`src/rtl/mtm_alu_arbiter.sv`:
```
// rtl/mtm_alu_arbiter.sv - two-channel round-robin arbiter in front of one mtm ALU core
module mtm_alu_arbiter #(
  parameter int TIMEOUT_CYCLES = 8,
  parameter int CNT_W          = 4
) (
  input  logic        clk,
  input  logic        rst,
  input  logic        req0_valid,
  output logic        req0_ready,
  input  logic [31:0] req0_A,
  input  logic [31:0] req0_B,
  input  logic [2:0]  req0_OP,
  input  logic        req1_valid,
  output logic        req1_ready,
  input  logic [31:0] req1_A,
  input  logic [31:0] req1_B,
  input  logic [2:0]  req1_OP,
  output logic        core_rx_dt_ready,
  output logic [31:0] core_data_A,
  output logic [31:0] core_data_B,
  output logic [2:0]  core_data_OP,
  input  logic        core_tx_dt_ready,
  input  logic [31:0] core_data_C,
  input  logic [3:0]  core_data_flag,
  input  logic [2:0]  core_data_crc,
  output logic        rsp_valid,
  input  logic        rsp_ready,
  output logic        rsp_id,
  output logic [31:0] rsp_C,
  output logic [3:0]  rsp_flag,
  output logic [2:0]  rsp_crc,
  output logic [1:0]  rsp_err,
  output logic        busy
);

  localparam logic [1:0] S_IDLE  = 2'd0;
  localparam logic [1:0] S_ISSUE = 2'd1;
  localparam logic [1:0] S_WAIT  = 2'd2;
  localparam logic [1:0] S_RESP  = 2'd3;

  localparam logic [CNT_W-1:0] CNT_LAST = CNT_W'(TIMEOUT_CYCLES - 1);

  localparam logic [1:0] ERR_OK      = 2'b00;
  localparam logic [1:0] ERR_TIMEOUT = 2'b01;
  localparam logic [1:0] ERR_BAD_OP  = 2'b10;

  logic [1:0]       state;
  logic             last_grant;
  logic [31:0]      a_q;
  logic [31:0]      b_q;
  logic [2:0]       op_q;
  logic [CNT_W-1:0] cnt;

  logic             grant0;
  logic             grant1;
  logic             accept;
  logic [31:0]      sel_a;
  logic [31:0]      sel_b;
  logic [2:0]       sel_op;
  logic             op_ok;
  logic             core_drive;

  // Round-robin pick: a lone requester wins, on contention the channel not served last wins
  always_comb begin
    grant0 = req0_valid & (~req1_valid | last_grant);
    grant1 = req1_valid & (~req0_valid | ~last_grant);
    sel_a  = grant1 ? req1_A  : req0_A;
    sel_b  = grant1 ? req1_B  : req0_B;
    sel_op = grant1 ? req1_OP : req0_OP;
    op_ok  = (sel_op == 3'b000) | (sel_op == 3'b001) |
             (sel_op == 3'b100) | (sel_op == 3'b101);
  end

  assign req0_ready = (state == S_IDLE) & grant0;
  assign req1_ready = (state == S_IDLE) & grant1;
  assign accept     = req0_ready | req1_ready;

  // Operands reach the core only while a request is outstanding there
  assign core_drive       = (state == S_ISSUE) | (state == S_WAIT);
  assign core_rx_dt_ready = (state == S_ISSUE);
  assign core_data_A      = core_drive ? a_q  : 32'd0;
  assign core_data_B      = core_drive ? b_q  : 32'd0;
  assign core_data_OP     = core_drive ? op_q : 3'd0;

  assign rsp_valid = (state == S_RESP);
  assign busy      = (state != S_IDLE);

  // Request/issue/wait/respond sequencing, result capture and fairness bookkeeping
  always_ff @(posedge clk or posedge rst) begin
    if (rst) begin
      state      <= S_IDLE;
      last_grant <= 1'b1;
      a_q        <= 32'd0;
      b_q        <= 32'd0;
      op_q       <= 3'd0;
      cnt        <= '0;
      rsp_id     <= 1'b0;
      rsp_C      <= 32'd0;
      rsp_flag   <= 4'd0;
      rsp_crc    <= 3'd0;
      rsp_err    <= ERR_OK;
    end else begin
      case (state)
        S_IDLE: begin
          if (accept) begin
            a_q    <= sel_a;
            b_q    <= sel_b;
            op_q   <= sel_op;
            rsp_id <= grant1;
            if (op_ok) begin
              state <= S_ISSUE;
            end else begin
              // Unsupported opcode: answer locally, the core never sees it
              rsp_C    <= 32'd0;
              rsp_flag <= 4'd0;
              rsp_crc  <= 3'd0;
              rsp_err  <= ERR_BAD_OP;
              state    <= S_RESP;
            end
          end
        end
        S_ISSUE: begin
          cnt   <= '0;
          state <= S_WAIT;
        end
        S_WAIT: begin
          cnt <= cnt + 1'b1;
          // A result arriving on the last allowed cycle still counts as success
          if (core_tx_dt_ready) begin
            rsp_C    <= core_data_C;
            rsp_flag <= core_data_flag;
            rsp_crc  <= core_data_crc;
            rsp_err  <= ERR_OK;
            state    <= S_RESP;
          end else if (cnt == CNT_LAST) begin
            rsp_C    <= 32'd0;
            rsp_flag <= 4'd0;
            rsp_crc  <= 3'd0;
            rsp_err  <= ERR_TIMEOUT;
            state    <= S_RESP;
          end
        end
        S_RESP: begin
          if (rsp_ready) begin
            last_grant <= rsp_id;
            state      <= S_IDLE;
          end
        end
        default: state <= S_IDLE;
      endcase
    end
  end

endmodule

```
`config.mk`:
```
export PLATFORM = sky130hd
export DESIGN_NAME = mtm_alu_arbiter
export DESIGN_NICKNAME = d
export VERILOG_FILES = /design/src/rtl/mtm_alu_arbiter.sv
export SDC_FILE = /design/constraint.sdc
export NUM_CORES = 1
export LEC_CHECK = 0
export ABC_AREA = 0
export CAP_MARGIN = 20
export CORE_MARGIN = 4
export CORE_UTILIZATION = 40
export DETAILED_ROUTE_END_ITERATION = 10
export PLACE_DENSITY_LB_ADDON = 0.1
export RECOVER_POWER = 50
export SYNTH_ARGS = -nofsm -noshare
export SYNTH_HDL_FRONTEND = slang
export SYNTH_SLANG_ARGS = --single-unit
```
`constraint.sdc`:
```
create_clock -name clk -period 4.53 [get_ports clk]
set_input_delay 0.906 -clock clk [delete_from_list [all_inputs] [get_ports clk]]
set_output_delay 0.906 -clock clk [all_outputs]
set_load 0.02 [all_outputs]
```
==> impl_results.html, run 1 <==
<table>
<tr><th>Metric</th><th>Value</th></tr>
<tr><th colspan="2">STA</th></tr>
<tr><td>Final count of negative-setup-slack endpoints</td><td>0</td></tr>
<tr><td>Achievable clock frequency</td><td>268.0 MHz</td></tr>
<tr><td>Count of endpoints failing hold in the final timing report</td><td>0</td></tr>
<tr><td>Share of the clock period used by the worst path</td><td>0.8239</td></tr>
<tr><td>Slew Viols, Final</td><td>74</td></tr>
<tr><td>Clock skew after layout</td><td>~9 ps</td></tr>
<tr><td>Setup TNS after final layout</td><td>0 ps</td></tr>
<tr><td>Tightest hold margin</td><td>471.1 ps</td></tr>
<tr><td>Headroom to the max-slew limit</td><td>-0.8141</td></tr>
<tr><td>Final critical-path required period</td><td>3732 ps</td></tr>
<tr><td>Setup slack of the critical path after layout</td><td>about 800 ps</td></tr>
<tr><td>Setup repair after global routing missed its margin</td><td>false</td></tr>
<tr><td>Transition time of the tightest slew-check pin</td><td>2718 ps</td></tr>
<tr><th colspan="2">Outcome</th></tr>
<tr><td>Status</td><td>complete, but fails checks</td></tr>
<tr><td>Failing checks</td><td>capacitance limit, slew limit</td></tr>
<tr><th colspan="2">Worst setup path</th></tr>
<tr><td>CP max stage cell</td><td>ha_2</td></tr>
<tr><td>Maximum fanout count along the critical path</td><td>between 40 and 50</td></tr>
<tr><td>Worst stage delay on the critical path</td><td>approximately 750 ps</td></tr>
<tr><td>Buf/Inv on CP</td><td>3</td></tr>
<tr><td>Required time of the critical path</td><td>~3600 ps</td></tr>
<tr><td>Largest delay share family, worst path</td><td>buffers and inverters</td></tr>
<tr><td>Critical Path Start Type</td><td>flop</td></tr>
<tr><td>Crit Path Category</td><td>reg -&gt; out</td></tr>
<tr><td>Crit end category</td><td>output port</td></tr>
<tr><td>Data arrival, critical path</td><td>around 2800 ps</td></tr>
<tr><td>Cell breakdown of the critical path</td><td>inv_1 &gt; ha_2 &gt; buf_4 &gt; and2_1 &gt; clkdlybuf4s50_1</td></tr>
<tr><th colspan="2">Synth</th></tr>
<tr><td>Post-synthesis cell count</td><td>524</td></tr>
<tr><td>Cell type with the largest total area after synthesis</td><td>dfrtp_1</td></tr>
<tr><td>Synth area leaders</td><td>dfrtp_1, mux2i_1, and2_1, o21ai_0, a22o_1</td></tr>
<tr><td>Post-synthesis instance area</td><td>between 5000 and 6000 um2</td></tr>
<tr><td>Number of distinct library cells after synthesis</td><td>30</td></tr>
<tr><td>Flop and latch count out of synthesis</td><td>116</td></tr>
<tr><td>Commonest register cell after synthesis</td><td>dfrtp_1</td></tr>
<tr><td>Synthesized net count</td><td>around 710</td></tr>
<tr><td>Synth warnings</td><td>0</td></tr>
<tr><td>Fraction of the yosys area taken by sequential cells</td><td>0.5269</td></tr>
<tr><td>Number of enable-type register cells in the synthesized netlist</td><td>0</td></tr>
<tr><td>Area share of the largest cell type after synthesis</td><td>0.5221</td></tr>
<tr><td>Avg Inst Size Synth</td><td>between 10 and 15 um2</td></tr>
<tr><td>Async SR Flop Fraction</td><td>1.000</td></tr>
<tr><th colspan="2">CTS</th></tr>
<tr><td>Buffer levels on the longest clock path</td><td>2</td></tr>
<tr><td>Total CTS buffers</td><td>17</td></tr>
<tr><td>Clock root cell</td><td>clkbuf_16</td></tr>
<tr><td>Source-to-sink clock delay at the later pin of the worst-skew pair</td><td>roughly 400 ps</td></tr>
<tr><td>TritonCTS clock tree</td><td>built</td></tr>
<tr><td>Cells resized by post-CTS repair</td><td>0</td></tr>
<tr><td>Clock edge transition at the registers on the reported setup and hold paths</td><td>around 60 ps</td></tr>
<tr><td>Post CTS Setup Buffer Count</td><td>0</td></tr>
<tr><td>H-tree levels</td><td>4</td></tr>
<tr><td>Clock tree sinks</td><td>116</td></tr>
<tr><td>Hold_buf cts</td><td>0</td></tr>
<tr><th colspan="2">Placed design</th></tr>
<tr><td>Count of buffers inserted at the top-level ports</td><td>roughly 290</td></tr>
<tr><td>Final Wtd Congestion</td><td>0.8147</td></tr>
<tr><td>Number of placed cells counting well taps</td><td>a little under 1,000</td></tr>
<tr><td>Instance area at placement</td><td>around 8600 um2</td></tr>
<tr><td>Worst slack after detailed placement</td><td>1101 ps</td></tr>
<tr><td>HPWL after DPL</td><td>roughly 12,000 um</td></tr>
<tr><th colspan="2">GRT</th></tr>
<tr><td>GR Util All Layers</td><td>0.2118</td></tr>
<tr><td>Top Usage Layer GRT</td><td>met2</td></tr>
<tr><td>Via count of the first global-routing pass</td><td>roughly 5,200</td></tr>
<tr><td>Initial antenna violation count</td><td>0</td></tr>
<tr><td>Met2 Usage GRT</td><td>0.3676</td></tr>
<tr><td>Met3 global-route usage</td><td>0.08017</td></tr>
<tr><td>Pin count of the biggest net entering global routing</td><td>74</td></tr>
<tr><td>Met1 routing resource usage after global routing</td><td>0.2409</td></tr>
<tr><td>Total congestion overflow after global routing</td><td>0</td></tr>
<tr><td>First-pass GRT wire length</td><td>around 27,000 um</td></tr>
<tr><th colspan="2">Power</th></tr>
<tr><td>Leak Pwr</td><td>4.132 nW</td></tr>
<tr><td>IR drop worst, VDD</td><td>0.3255 mV</td></tr>
<tr><td>Cell Pwr Density</td><td>about 700 nW/um2</td></tr>
<tr><th colspan="2">Detailed routing</th></tr>
<tr><td>Drt total wl</td><td>~17,000 um</td></tr>
<tr><td>Number of nets with antenna violations after routing</td><td>0</td></tr>
<tr><td>Number of DRC violations after detailed routing</td><td>0</td></tr>
<tr><td>Drt wl/cell</td><td>16.84 um</td></tr>
<tr><td>Per-cell via count in the routed design</td><td>between 4 and 5</td></tr>
<tr><td>DR vias</td><td>4,876</td></tr>
<tr><td>DRT iter0 DRCs</td><td>227</td></tr>
<tr><td>Initial DRT Pass Iterations</td><td>4</td></tr>
<tr><th colspan="2">Floorplanning</th></tr>
<tr><td>Die footprint</td><td>about 16,000 um2</td></tr>
<tr><td>Core outline area</td><td>~13,000 um2</td></tr>
<tr><td>I/O pin total</td><td>~300</td></tr>
<tr><td>FP Rows</td><td>42</td></tr>
<tr><td>Initial standard-cell utilization of the core</td><td>0.4129</td></tr>
<tr><td>Width of the die</td><td>between 100 and 150 um</td></tr>
<tr><td>Die outline height</td><td>roughly 130 um</td></tr>
<tr><th colspan="2">Run</th></tr>
<tr><td>Number of max-capacitance violations reported</td><td>1</td></tr>
<tr><th colspan="2">Finish</th></tr>
<tr><td>Layout Nets</td><td>990</td></tr>
<tr><td>Growth of design area from synthesis to finish</td><td>67.54%</td></tr>
<tr><td>Final standard cell area without fillers</td><td>9234 um2</td></tr>
<tr><td>Number of fill cells</td><td>~1,000</td></tr>
<tr><td>Commonest non-fill, non-tap cell in the layout</td><td>clkdlybuf4s50_1</td></tr>
<tr><td>Ant diodes</td><td>0</td></tr>
<tr><td>Final Instance Count excl. Fillers</td><td>994</td></tr>
<tr><td>Fraction of final layout cells sized beyond drive strength 1</td><td>0.05990</td></tr>
<tr><td>Commonest non-fill, non-tap cells in the layout</td><td>clkdlybuf4s50_1, dfrtp_1, o21ai_0, nand2_1, and2_1</td></tr>
<tr><th colspan="2">Hold path</th></tr>
<tr><td>Classification of the worst-slack hold path</td><td>reg -&gt; reg</td></tr>
</table>
path summary, 6_finish.rpt:
kind	from	to	slack, ps	cells past startpoint
setup / recovery	state[1]$_DFFE_PP0P_	core_data_A[28]	800	5
min in group asynchronous	rst	rsp_flag[0]$_DFFE_PP0P_	1920	2
max in group asynchronous	rst	b_q[9]$_DFFE_PP0P_	1060	2
hold / removal	a_q[1]$_DFFE_PP0P_	a_q[1]$_DFFE_PP0P_	470	2
setup reg to reg	last_grant$_DFFE_PP1P_	a_q[18]$_DFFE_PP0P_	2220	5
hold reg to reg	a_q[1]$_DFFE_PP0P_	a_q[1]$_DFFE_PP0P_	470	2
cells in the mapped netlist, types with 2 or more instances:
library cell	number
buf_2	13
nor2_1	6
a221oi_1	2
buf_4	2
clkbuf_1	24
nand3_1	3
and2_1	70
dfrtp_1	115
a21oi_1	3
mux2i_1	69
nand2_1	72
ha_1	6
inv_1	9
o21ai_0	73
nand2b_1	2
a22o_1	41
per-stage QoR:
step                total power, mW  utilization
finish                        6.438       0.6918
CTS                           6.535       0.6913
global route                  6.841       0.6918
global placement              4.955       0.6428
floorplan                     3.530            -
detailed placement            5.037       0.6428
layer usage:
metal / vias to the layer above / routed length, um
met5: - / 0
met4: 0 / 317
met3: 23 / 1392
met2: 184 / 8449
met1: 2302 / 6578
li1: 2367 / -
worst reg2reg max path, stage by stage (launching register included):
cell,delay (ps)
dfstp_2,380
a21boi_0,200
buf_4,450
buf_4,680
mux2i_1,340
o21ai_0,130
cells by family (layout without fill, tap and decap cells):
kind of cell / after synthesis / in the layout / share of synthesized area
buf+inv: 49 / 343 / 0.03905
mux: 70 / 70 / 0.1274
simple gates: 159 / 159 / 0.1455
flops: 116 / 116 / 0.5269
compound gates: 124 / 124 / 0.1476
fa+ha+maj: 6 / 6 / 0.01362
report_power, final:
group	internal [mW]	switching [mW]	total, mW
clock	0.986	0.476	1.46
combinational	1.52	1.78	3.31
sequential	1.46	0.205	1.67
total	3.97	2.47	6.44
flip-flops by register name, indices dropped and copies added (netlist names):
signal / flops
rsp_id: 1
cnt: 4
a_q: 32
op_q: 3
rsp_crc: 3
b_q: 32
state: 2
last_grant: 1
rsp_flag: 4
rsp_err: 2
rsp_C: 32
cell type report:
cell class	instances	area [um2]	area share
clock buffer	18	439.2	0.04756
sequential	116	2904	0.3145
inverter	9	33.78	0.003659
tap	176	220.2	0.02385
multi-input combinational	359	2405	0.2604
timing repair buffer	302	3023	0.3274
clock inverter	14	209.0	0.02263
No activity file was read; power rests on OpenSTA's default activity.
==> run 2, diff against run 1 <==
--- a/config.mk
+++ b/config.mk
@@ -8,7 +8,7 @@
 export ABC_AREA = 0
 export CAP_MARGIN = 20
 export CORE_MARGIN = 4
-export CORE_UTILIZATION = 40
+export CORE_UTILIZATION = 36
 export DETAILED_ROUTE_END_ITERATION = 10
 export PLACE_DENSITY_LB_ADDON = 0.1
 export RECOVER_POWER = 50
==> constraint.sdc (replaced) <==
create_clock -name clk -period 3.3 [get_ports clk]
set_input_delay 0.66 -clock clk [delete_from_list [all_inputs] [get_ports clk]]
set_output_delay 0.66 -clock clk [all_outputs]
set_load 0.02 [all_outputs]
==> run 2 against run 1 <==
- the run now ends clean
- sequential power increased by 37%
- cell count increased by 0.60%
- global-route usage decreased by 1.6 points
- combinational power increased by 38%
- via count decreased by 0.35%
- hold slack got worse by 2.6 ps
- largest cell class unchanged
- largest power group unchanged
==> impl_results.html, run 2 (synthesis gave the netlist of run 1 again) <==
<table>
<tr><th>Metric</th><th>Value</th></tr>
<tr><th colspan="2">Outcome</th></tr>
<tr><td>Status</td><td>complete, no violations</td></tr>
<tr><th colspan="2">CTS</th></tr>
<tr><td>H-tree levels</td><td>4 (unchanged)</td></tr>
<tr><td>TritonCTS clock tree</td><td>built</td></tr>
<tr><td>Buffer levels on the longest clock path</td><td>2 (unchanged)</td></tr>
<tr><td>Clock root cell</td><td>clkbuf_16</td></tr>
<tr><td>Total CTS buffers</td><td>17 (unchanged)</td></tr>
<tr><td>Clock tree sinks</td><td>116 (unchanged)</td></tr>
<tr><td>Clock edge transition at the registers on the reported setup and hold paths</td><td>50 ps (about the same)</td></tr>
<tr><td>Source-to-sink clock delay at the later pin of the worst-skew pair</td><td>410 ps (about the same)</td></tr>
<tr><th colspan="2">STA</th></tr>
<tr><td>Headroom to the max-slew limit</td><td>0.03200 (+0.8461)</td></tr>
<tr><td>Transition time of the tightest slew-check pin</td><td>1444 ps (-1274 ps)</td></tr>
<tr><td>Final count of negative-setup-slack endpoints</td><td>0 (unchanged)</td></tr>
<tr><td>Setup repair after global routing missed its margin</td><td>false</td></tr>
<tr><td>Tightest hold margin</td><td>468.5 ps (-2.594 ps)</td></tr>
<tr><td>Setup TNS after final layout</td><td>0 ps (unchanged)</td></tr>
<tr><td>Final critical-path required period</td><td>~3000 ps</td></tr>
<tr><td>Achievable clock frequency</td><td>about 330 MHz</td></tr>
<tr><td>Setup slack of the critical path after layout</td><td>256.6 ps (-541.3 ps)</td></tr>
<tr><td>Slew Viols, Final</td><td>0 (-100%)</td></tr>
<tr><td>Clock skew after layout</td><td>8.988 ps (+0.1368 ps)</td></tr>
<tr><td>Share of the clock period used by the worst path</td><td>0.9222</td></tr>
<tr><td>Count of endpoints failing hold in the final timing report</td><td>0 (unchanged)</td></tr>
<tr><th colspan="2">Finish</th></tr>
<tr><td>Number of fill cells</td><td>1,233 (+18%)</td></tr>
<tr><td>Largest registers</td><td>a_q: 32 flops, b_q: 32 flops, rsp_C: 32 flops</td></tr>
<tr><td>Final standard cell area without fillers</td><td>9148 um2 (-0.94%)</td></tr>
<tr><td>Growth of design area from synthesis to finish</td><td>65.97%</td></tr>
<tr><td>Ant diodes</td><td>0 (unchanged)</td></tr>
<tr><td>Commonest non-fill, non-tap cell in the layout</td><td>clkdlybuf4s50_1</td></tr>
<tr><td>Layout Nets</td><td>989 (-0.10%)</td></tr>
<tr><td>Commonest non-fill, non-tap cells in the layout</td><td>clkdlybuf4s50_1, dfrtp_1, o21ai_0, nand2_1</td></tr>
<tr><td>Fraction of final layout cells sized beyond drive strength 1</td><td>0.05760 (-0.002304)</td></tr>
<tr><th colspan="2">Placed design</th></tr>
<tr><td>Final Wtd Congestion</td><td>0.8275 (+1.6%)</td></tr>
<tr><td>Worst slack after detailed placement</td><td>284.4 ps (-816.3 ps)</td></tr>
<tr><td>Count of buffers inserted at the top-level ports</td><td>292 (unchanged)</td></tr>
<tr><td>HPWL after DPL</td><td>12,790 um (+3.4%)</td></tr>
<tr><td>Instance area at placement</td><td>8628 um2 (+0.57%)</td></tr>
<tr><th colspan="2">GRT</th></tr>
<tr><td>Pin count of the biggest net entering global routing</td><td>73 (-1.4%)</td></tr>
<tr><td>Initial antenna violation count</td><td>0 (unchanged)</td></tr>
<tr><td>Top Usage Layer GRT</td><td>met2</td></tr>
<tr><td>Met1 routing resource usage after global routing</td><td>0.2128 (-0.02812)</td></tr>
<tr><td>Met2 Usage GRT</td><td>0.3499 (-0.01775)</td></tr>
<tr><td>Total congestion overflow after global routing</td><td>0 (unchanged)</td></tr>
<tr><td>Via count of the first global-routing pass</td><td>5,286 (+0.82%)</td></tr>
<tr><td>GR Util All Layers</td><td>0.1957 (-0.01609)</td></tr>
<tr><td>Met3 global-route usage</td><td>0.07519 (-0.004980)</td></tr>
<tr><td>First-pass GRT wire length</td><td>27,120 um (+1.4%)</td></tr>
<tr><th colspan="2">Detailed routing</th></tr>
<tr><td>DRT iter0 DRCs</td><td>219 (-3.5%)</td></tr>
<tr><td>Per-cell via count in the routed design</td><td>4.859 (-0.95%)</td></tr>
<tr><td>DR vias</td><td>4,859 (-0.35%)</td></tr>
<tr><td>Initial DRT Pass Iterations</td><td>4 (unchanged)</td></tr>
<tr><td>Drt total wl</td><td>16,820 um (+0.48%)</td></tr>
<tr><td>Number of nets with antenna violations after routing</td><td>0 (unchanged)</td></tr>
<tr><td>Drt wl/cell</td><td>16.82 um (-0.12%)</td></tr>
<tr><td>Number of DRC violations after detailed routing</td><td>0 (unchanged)</td></tr>
<tr><th colspan="2">Power</th></tr>
<tr><td>Cell Pwr Density</td><td>936.9 nW/um2 (+34%)</td></tr>
<tr><td>Leak Pwr</td><td>4.097 nW (-0.84%)</td></tr>
<tr><td>IR drop worst, VDD</td><td>0.4397 mV (+35%)</td></tr>
<tr><td>Overall power consumption</td><td>8.570 mW (+33%)</td></tr>
<tr><th colspan="2">Worst setup path</th></tr>
<tr><td>Required time of the critical path</td><td>2640 ps (-980 ps)</td></tr>
<tr><td>Worst r2r path cells</td><td>5 (unchanged)</td></tr>
<tr><td>Critical Path Start Type</td><td>flop</td></tr>
<tr><td>Crit end category</td><td>output port</td></tr>
<tr><td>Crit Path Category</td><td>reg -&gt; out</td></tr>
<tr><td>Critical R2R Capture</td><td>rsp_err[0]$_DFFE_PP0P_</td></tr>
<tr><td>Data arrival, critical path</td><td>2380 ps (-450 ps)</td></tr>
<tr><td>Beginning of the worst register-to-register path</td><td>last_grant$_DFFE_PP1P_</td></tr>
<tr><td>FF-to-FF setup slack</td><td>1010 ps (-1210 ps)</td></tr>
<tr><td>Maximum fanout count along the critical path</td><td>28 (-32%)</td></tr>
<tr><th colspan="2">Run</th></tr>
<tr><td>Number of max-capacitance violations reported</td><td>0 (-1)</td></tr>
<tr><th colspan="2">Floorplanning</th></tr>
<tr><td>Die footprint</td><td>17,350 um2 (+10%)</td></tr>
<tr><td>I/O pin total</td><td>293 (unchanged)</td></tr>
<tr><td>FP Rows</td><td>44 (+4.8%)</td></tr>
<tr><td>Core outline area</td><td>14,750 um2 (+11%)</td></tr>
<tr><td>Width of the die</td><td>131.7 um (+5.1%)</td></tr>
<tr><td>Initial standard-cell utilization of the core</td><td>0.3736 (-0.03936)</td></tr>
<tr><td>Die outline height</td><td>131.7 um (+5.1%)</td></tr>
<tr><th colspan="2">Hold path</th></tr>
<tr><td>Beginning of the worst hold path</td><td>op_q[0]$_DFFE_PP0P_</td></tr>
<tr><td>Number of instances on the worst hold path</td><td>2 (unchanged)</td></tr>
<tr><td>End point of the worst hold path</td><td>op_q[0]$_DFFE_PP0P_</td></tr>
<tr><td>Classification of the worst-slack hold path</td><td>reg -&gt; reg</td></tr>
</table>
## run 2: what timing repair did
action | CTS | global route
endpoints found under the setup margin | 1 | 0
hold buffers | 0 | 0
gates resized for setup | 1 | 0
setup buffers | 0 | 0
## run 2: area by class of cell
cell class,count,area [um2],area share
multi-input cells,359,2426,0.2652
clock buffers,22,474.2,0.05184
repair buffers,301,2998,0.3277
inverters,9,35.03,0.003830
flip-flops and latches,116,2904,0.3175
clock inverters,9,80.08,0.008754
well taps,184,230.2,0.02517
## run 2: worst max-delay path by stage
stage	startpoint	to	cells after the start
global route	state[1]$_DFFE_PP0P_	core_data_A[31]	5
detailed placement	req1_valid	req1_ready	4
floorplan	state[0]$_DFFE_PP0P_	core_data_A[0]	5
global placement	req1_valid	req1_ready	4
finish	state[1]$_DFFE_PP0P_	core_data_A[31]	5
CTS	state[1]$_DFFE_PP0P_	core_data_A[31]	5
## run 2: per-layer routing
metal | vias to the layer above | routed length, um
met5 | - | 0
met4 | 0 | 333
met3 | 23 | 1207
met2 | 184 | 8768
met1 | 2289 | 6506
li1 | 2363 | -
## run 2: critical path, cell delays in order (launching register included)
cell and delay, ps:
dfrtp_1 400, inv_1 120, ha_4 450, buf_4 220, and2_1 140, clkdlybuf4s50_1 630
## run 2: where the power goes
part | total [mW] | switching [mW] | internal [mW]
sequential | 2.28 | 0.277 | 2.01
clock | 1.71 | 0.626 | 1.08
combinational | 4.58 | 2.45 | 2.13
## run 2: metrics by stage
step	std cells	util
after floorplan	524	-
after global placement	969	0.5848
after detailed placement	969	0.5848
after CTS	1000	0.6231
after global routing	1000	0.6200
final	1000	0.6200
==> run 3, diff against run 2 <==
--- a/config.mk
+++ b/config.mk
@@ -8,7 +8,7 @@
 export ABC_AREA = 0
 export CAP_MARGIN = 20
 export CORE_MARGIN = 4
-export CORE_UTILIZATION = 36
+export CORE_UTILIZATION = 30
 export DETAILED_ROUTE_END_ITERATION = 10
 export PLACE_DENSITY_LB_ADDON = 0.1
 export RECOVER_POWER = 50
==> run 3 against run 2 <==
- the flow now finishes with violations (capacitance limit, slew limit)
- combinational power down 2%
- clock-buffer cell count is 1 lower
- clock power rose by 9%
- design area grew 1.1%
- total power is 0.92% higher
- flip-flop and latch count unchanged
- core utilization down 11 points
- hold slack lost 1.3 ps
- critical path depth stayed put
- critical path type unchanged
- largest cell class unchanged
==> impl_results.html, run 3 (synthesis gave the netlist of run 1 again) <==
<table>
<tr><th>Metric</th><th>Value</th></tr>
<tr><th colspan="2">Outcome</th></tr>
<tr><td>Status</td><td>complete, but fails checks</td></tr>
<tr><td>Failing checks</td><td>capacitance limit, slew limit</td></tr>
<tr><th colspan="2">Detailed routing</th></tr>
<tr><td>Drt total wl</td><td>16,940 um (+0.75%)</td></tr>
<tr><td>DR vias</td><td>4,857 (-0.041%)</td></tr>
<tr><td>Number of DRC violations after detailed routing</td><td>0 (unchanged)</td></tr>
<tr><td>Drt wl/cell</td><td>16.24 um (-3.4%)</td></tr>
<tr><td>Initial DRT Pass Iterations</td><td>6 (+2)</td></tr>
<tr><td>DRT iter0 DRCs</td><td>131 (-40%)</td></tr>
<tr><td>Per-cell via count in the routed design</td><td>4.657 (-4.2%)</td></tr>
<tr><td>Number of nets with antenna violations after routing</td><td>0 (unchanged)</td></tr>
<tr><th colspan="2">Worst setup path</th></tr>
<tr><td>Crit Path Category</td><td>reg -&gt; out</td></tr>
<tr><td>First element of the critical path</td><td>state[0]$_DFFE_PP0P_</td></tr>
<tr><td>Worst r2r path cells</td><td>5 (unchanged)</td></tr>
<tr><td>Critical Path Start Type</td><td>flop</td></tr>
<tr><td>Critical R2R Capture</td><td>state[1]$_DFFE_PP0P_</td></tr>
<tr><td>Capture point of the worst path</td><td>core_data_B[27]</td></tr>
<tr><td>Data arrival, critical path</td><td>2420 ps (+40 ps)</td></tr>
<tr><td>Maximum fanout count along the critical path</td><td>46 (+64%)</td></tr>
<tr><td>FF-to-FF setup slack</td><td>1000 ps (about the same)</td></tr>
<tr><td>Beginning of the worst register-to-register path</td><td>last_grant$_DFFE_PP1P_</td></tr>
<tr><td>Crit end category</td><td>output port</td></tr>
<tr><td>Required time of the critical path</td><td>2640 ps (about the same)</td></tr>
<tr><th colspan="2">Run</th></tr>
<tr><td>Number of max-capacitance violations reported</td><td>1 (+1)</td></tr>
<tr><th colspan="2">Finish</th></tr>
<tr><td>Final core utilization</td><td>0.5133 (-0.1067)</td></tr>
<tr><td>Layout Nets</td><td>988 (-0.10%)</td></tr>
<tr><td>Largest registers</td><td>a_q: 32 flops, b_q: 32 flops, rsp_C: 32 flops</td></tr>
<tr><td>Commonest non-fill, non-tap cells in the layout</td><td>clkdlybuf4s50_1, dfrtp_1, o21ai_0, nand2_1, and2_1</td></tr>
<tr><td>Fraction of final layout cells sized beyond drive strength 1</td><td>0.05651 (-0.001087)</td></tr>
<tr><td>Commonest non-fill, non-tap cell in the layout</td><td>clkdlybuf4s50_1</td></tr>
<tr><td>Growth of design area from synthesis to finish</td><td>67.85%</td></tr>
<tr><td>Ant diodes</td><td>0 (unchanged)</td></tr>
<tr><th colspan="2">Floorplanning</th></tr>
<tr><td>Die outline height</td><td>143.5 um (+9.0%)</td></tr>
<tr><td>Initial standard-cell utilization of the core</td><td>0.3058 (-0.06778)</td></tr>
<tr><td>I/O pin total</td><td>293 (unchanged)</td></tr>
<tr><td>FP Rows</td><td>49 (+11%)</td></tr>
<tr><td>Die footprint</td><td>20,600 um2 (+19%)</td></tr>
<tr><td>Core outline area</td><td>18,020 um2 (+22%)</td></tr>
<tr><td>Width of the die</td><td>143.5 um (+9.0%)</td></tr>
<tr><th colspan="2">CTS</th></tr>
<tr><td>Hold_buf cts</td><td>0 (unchanged)</td></tr>
<tr><td>Post CTS Setup Buffer Count</td><td>0 (unchanged)</td></tr>
<tr><td>H-tree levels</td><td>4 (unchanged)</td></tr>
<tr><td>Cells resized by post-CTS repair</td><td>0 (-1)</td></tr>
<tr><td>Clock edge transition at the registers on the reported setup and hold paths</td><td>60 ps (about the same)</td></tr>
<tr><td>TritonCTS clock tree</td><td>built</td></tr>
<tr><td>Clock root cell</td><td>clkbuf_16</td></tr>
<tr><td>Clock tree sinks</td><td>116 (unchanged)</td></tr>
<tr><td>Total CTS buffers</td><td>17 (unchanged)</td></tr>
<tr><td>Source-to-sink clock delay at the later pin of the worst-skew pair</td><td>400 ps (about the same)</td></tr>
<tr><td>Buffer levels on the longest clock path</td><td>2 (unchanged)</td></tr>
<tr><th colspan="2">GRT</th></tr>
<tr><td>Total congestion overflow after global routing</td><td>0 (unchanged)</td></tr>
<tr><td>Pin count of the biggest net entering global routing</td><td>117 (+60%)</td></tr>
<tr><td>First-pass GRT wire length</td><td>26,210 um (-3.4%)</td></tr>
<tr><td>GR Util All Layers</td><td>0.1619 (-0.03381)</td></tr>
<tr><td>Initial antenna violation count</td><td>0 (unchanged)</td></tr>
<tr><td>Via count of the first global-routing pass</td><td>5,014 (-5.1%)</td></tr>
<tr><th colspan="2">STA</th></tr>
<tr><td>Achievable clock frequency</td><td>324.6 MHz (-1.2%)</td></tr>
<tr><td>Final critical-path required period</td><td>3080 ps (+36.97 ps)</td></tr>
<tr><td>Headroom to the max-slew limit</td><td>-0.07591 (-0.1079)</td></tr>
<tr><td>Final count of negative-setup-slack endpoints</td><td>0 (unchanged)</td></tr>
<tr><td>Clock skew after layout</td><td>9.454 ps (+0.4663 ps)</td></tr>
<tr><td>Count of endpoints failing hold in the final timing report</td><td>0 (unchanged)</td></tr>
<tr><td>Slew Viols, Final</td><td>117 (+117)</td></tr>
<tr><td>Share of the clock period used by the worst path</td><td>0.9334 (+0.01120)</td></tr>
<tr><td>Setup TNS after final layout</td><td>0 ps (unchanged)</td></tr>
<tr><td>Setup repair after global routing missed its margin</td><td>false</td></tr>
<tr><td>Transition time of the tightest slew-check pin</td><td>1614 ps (+169.8 ps)</td></tr>
<tr><th colspan="2">Hold path</th></tr>
<tr><td>Classification of the worst-slack hold path</td><td>reg -&gt; reg</td></tr>
<tr><th colspan="2">Placed design</th></tr>
<tr><td>Count of buffers inserted at the top-level ports</td><td>292 (unchanged)</td></tr>
<tr><td>HPWL after DPL</td><td>12,490 um (-2.4%)</td></tr>
<tr><td>Final Wtd Congestion</td><td>0.7579 (-8.4%)</td></tr>
<tr><th colspan="2">Power</th></tr>
<tr><td>Cell Pwr Density</td><td>934.9 nW/um2 (-0.22%)</td></tr>
<tr><td>Leak Pwr</td><td>4.123 nW (+0.63%)</td></tr>
<tr><td>IR drop worst, VDD</td><td>0.5526 mV (+26%)</td></tr>
</table>
## run 3: critical path, cell delays in order (launching register included)
cell and delay (ps):
dfrtp_1 380, inv_1 110, ha_2 330, buf_4 330, and2_1 200, clkdlybuf4s50_1 640
## run 3: how the worst min path moves through the flow
stage	slack (ps)	end	cells past startpoint	startpoint
final	470	a_q[18]$_DFFE_PP0P_	2	a_q[18]$_DFFE_PP0P_
after global routing	490	b_q[17]$_DFFE_PP0P_	2	b_q[17]$_DFFE_PP0P_
after CTS	470	b_q[12]$_DFFE_PP0P_	2	b_q[12]$_DFFE_PP0P_
after detailed placement	460	b_q[8]$_DFFE_PP0P_	2	b_q[8]$_DFFE_PP0P_
after global placement	460	a_q[6]$_DFFE_PP0P_	2	a_q[6]$_DFFE_PP0P_
after floorplan	440	a_q[0]$_DFFE_PP0P_	2	a_q[0]$_DFFE_PP0P_
## run 3: area by class of cell
cell class | instances | area, um2
sequential | 116 | 2904
clock buffer | 21 | 470.5
fill | 1596 | 8773
multi-input combinational | 359 | 2416
inverter | 9 | 37.54
tap | 229 | 286.5
timing repair buffer | 300 | 3008
clock inverter | 9 | 128.9
## run 3: report_power, final
group	internal, mW	total, mW	leakage, nW	switching [mW]
Combinational	2.08	4.51	2.35	2.43
Sequential	2.01	2.29	1.48	0.279
Clock	1.23	1.86	0.291	0.624
Total	5.32	8.65	4.12	3.33
## run 3: per-stage QoR
| stage | setup WS, ps | hold slack (ps) | total power [mW] | instances | instance area [um2] |
|---|---|---|---|---|---|
| 2_1_floorplan | 1184 | 442.4 | 4.846 | 524 | 5515 |
| 3_5_place_dp | 309.0 | 462.4 | 6.944 | 1013 | 8677 |
| 6_report | 219.6 | 467.2 | 8.649 | 1043 | 9251 |
| 4_1_cts | 172.5 | 473.9 | 8.870 | 1043 | 9276 |
| 5_1_grt | 41.74 | 492.1 | 9.261 | 1043 | 9251 |
| 3_3_place_gp | 317.5 | 456.0 | 6.872 | 1013 | 8677 |
## run 3: metal layers
layer  track usage  up-vias  routed length, um
li1              -     2363                  -
met1        0.1891     2266               6591
met2        0.2742      194               8482
met3       0.05191       34               1416
met4       0.06888        0                452
met5             0        -                  0
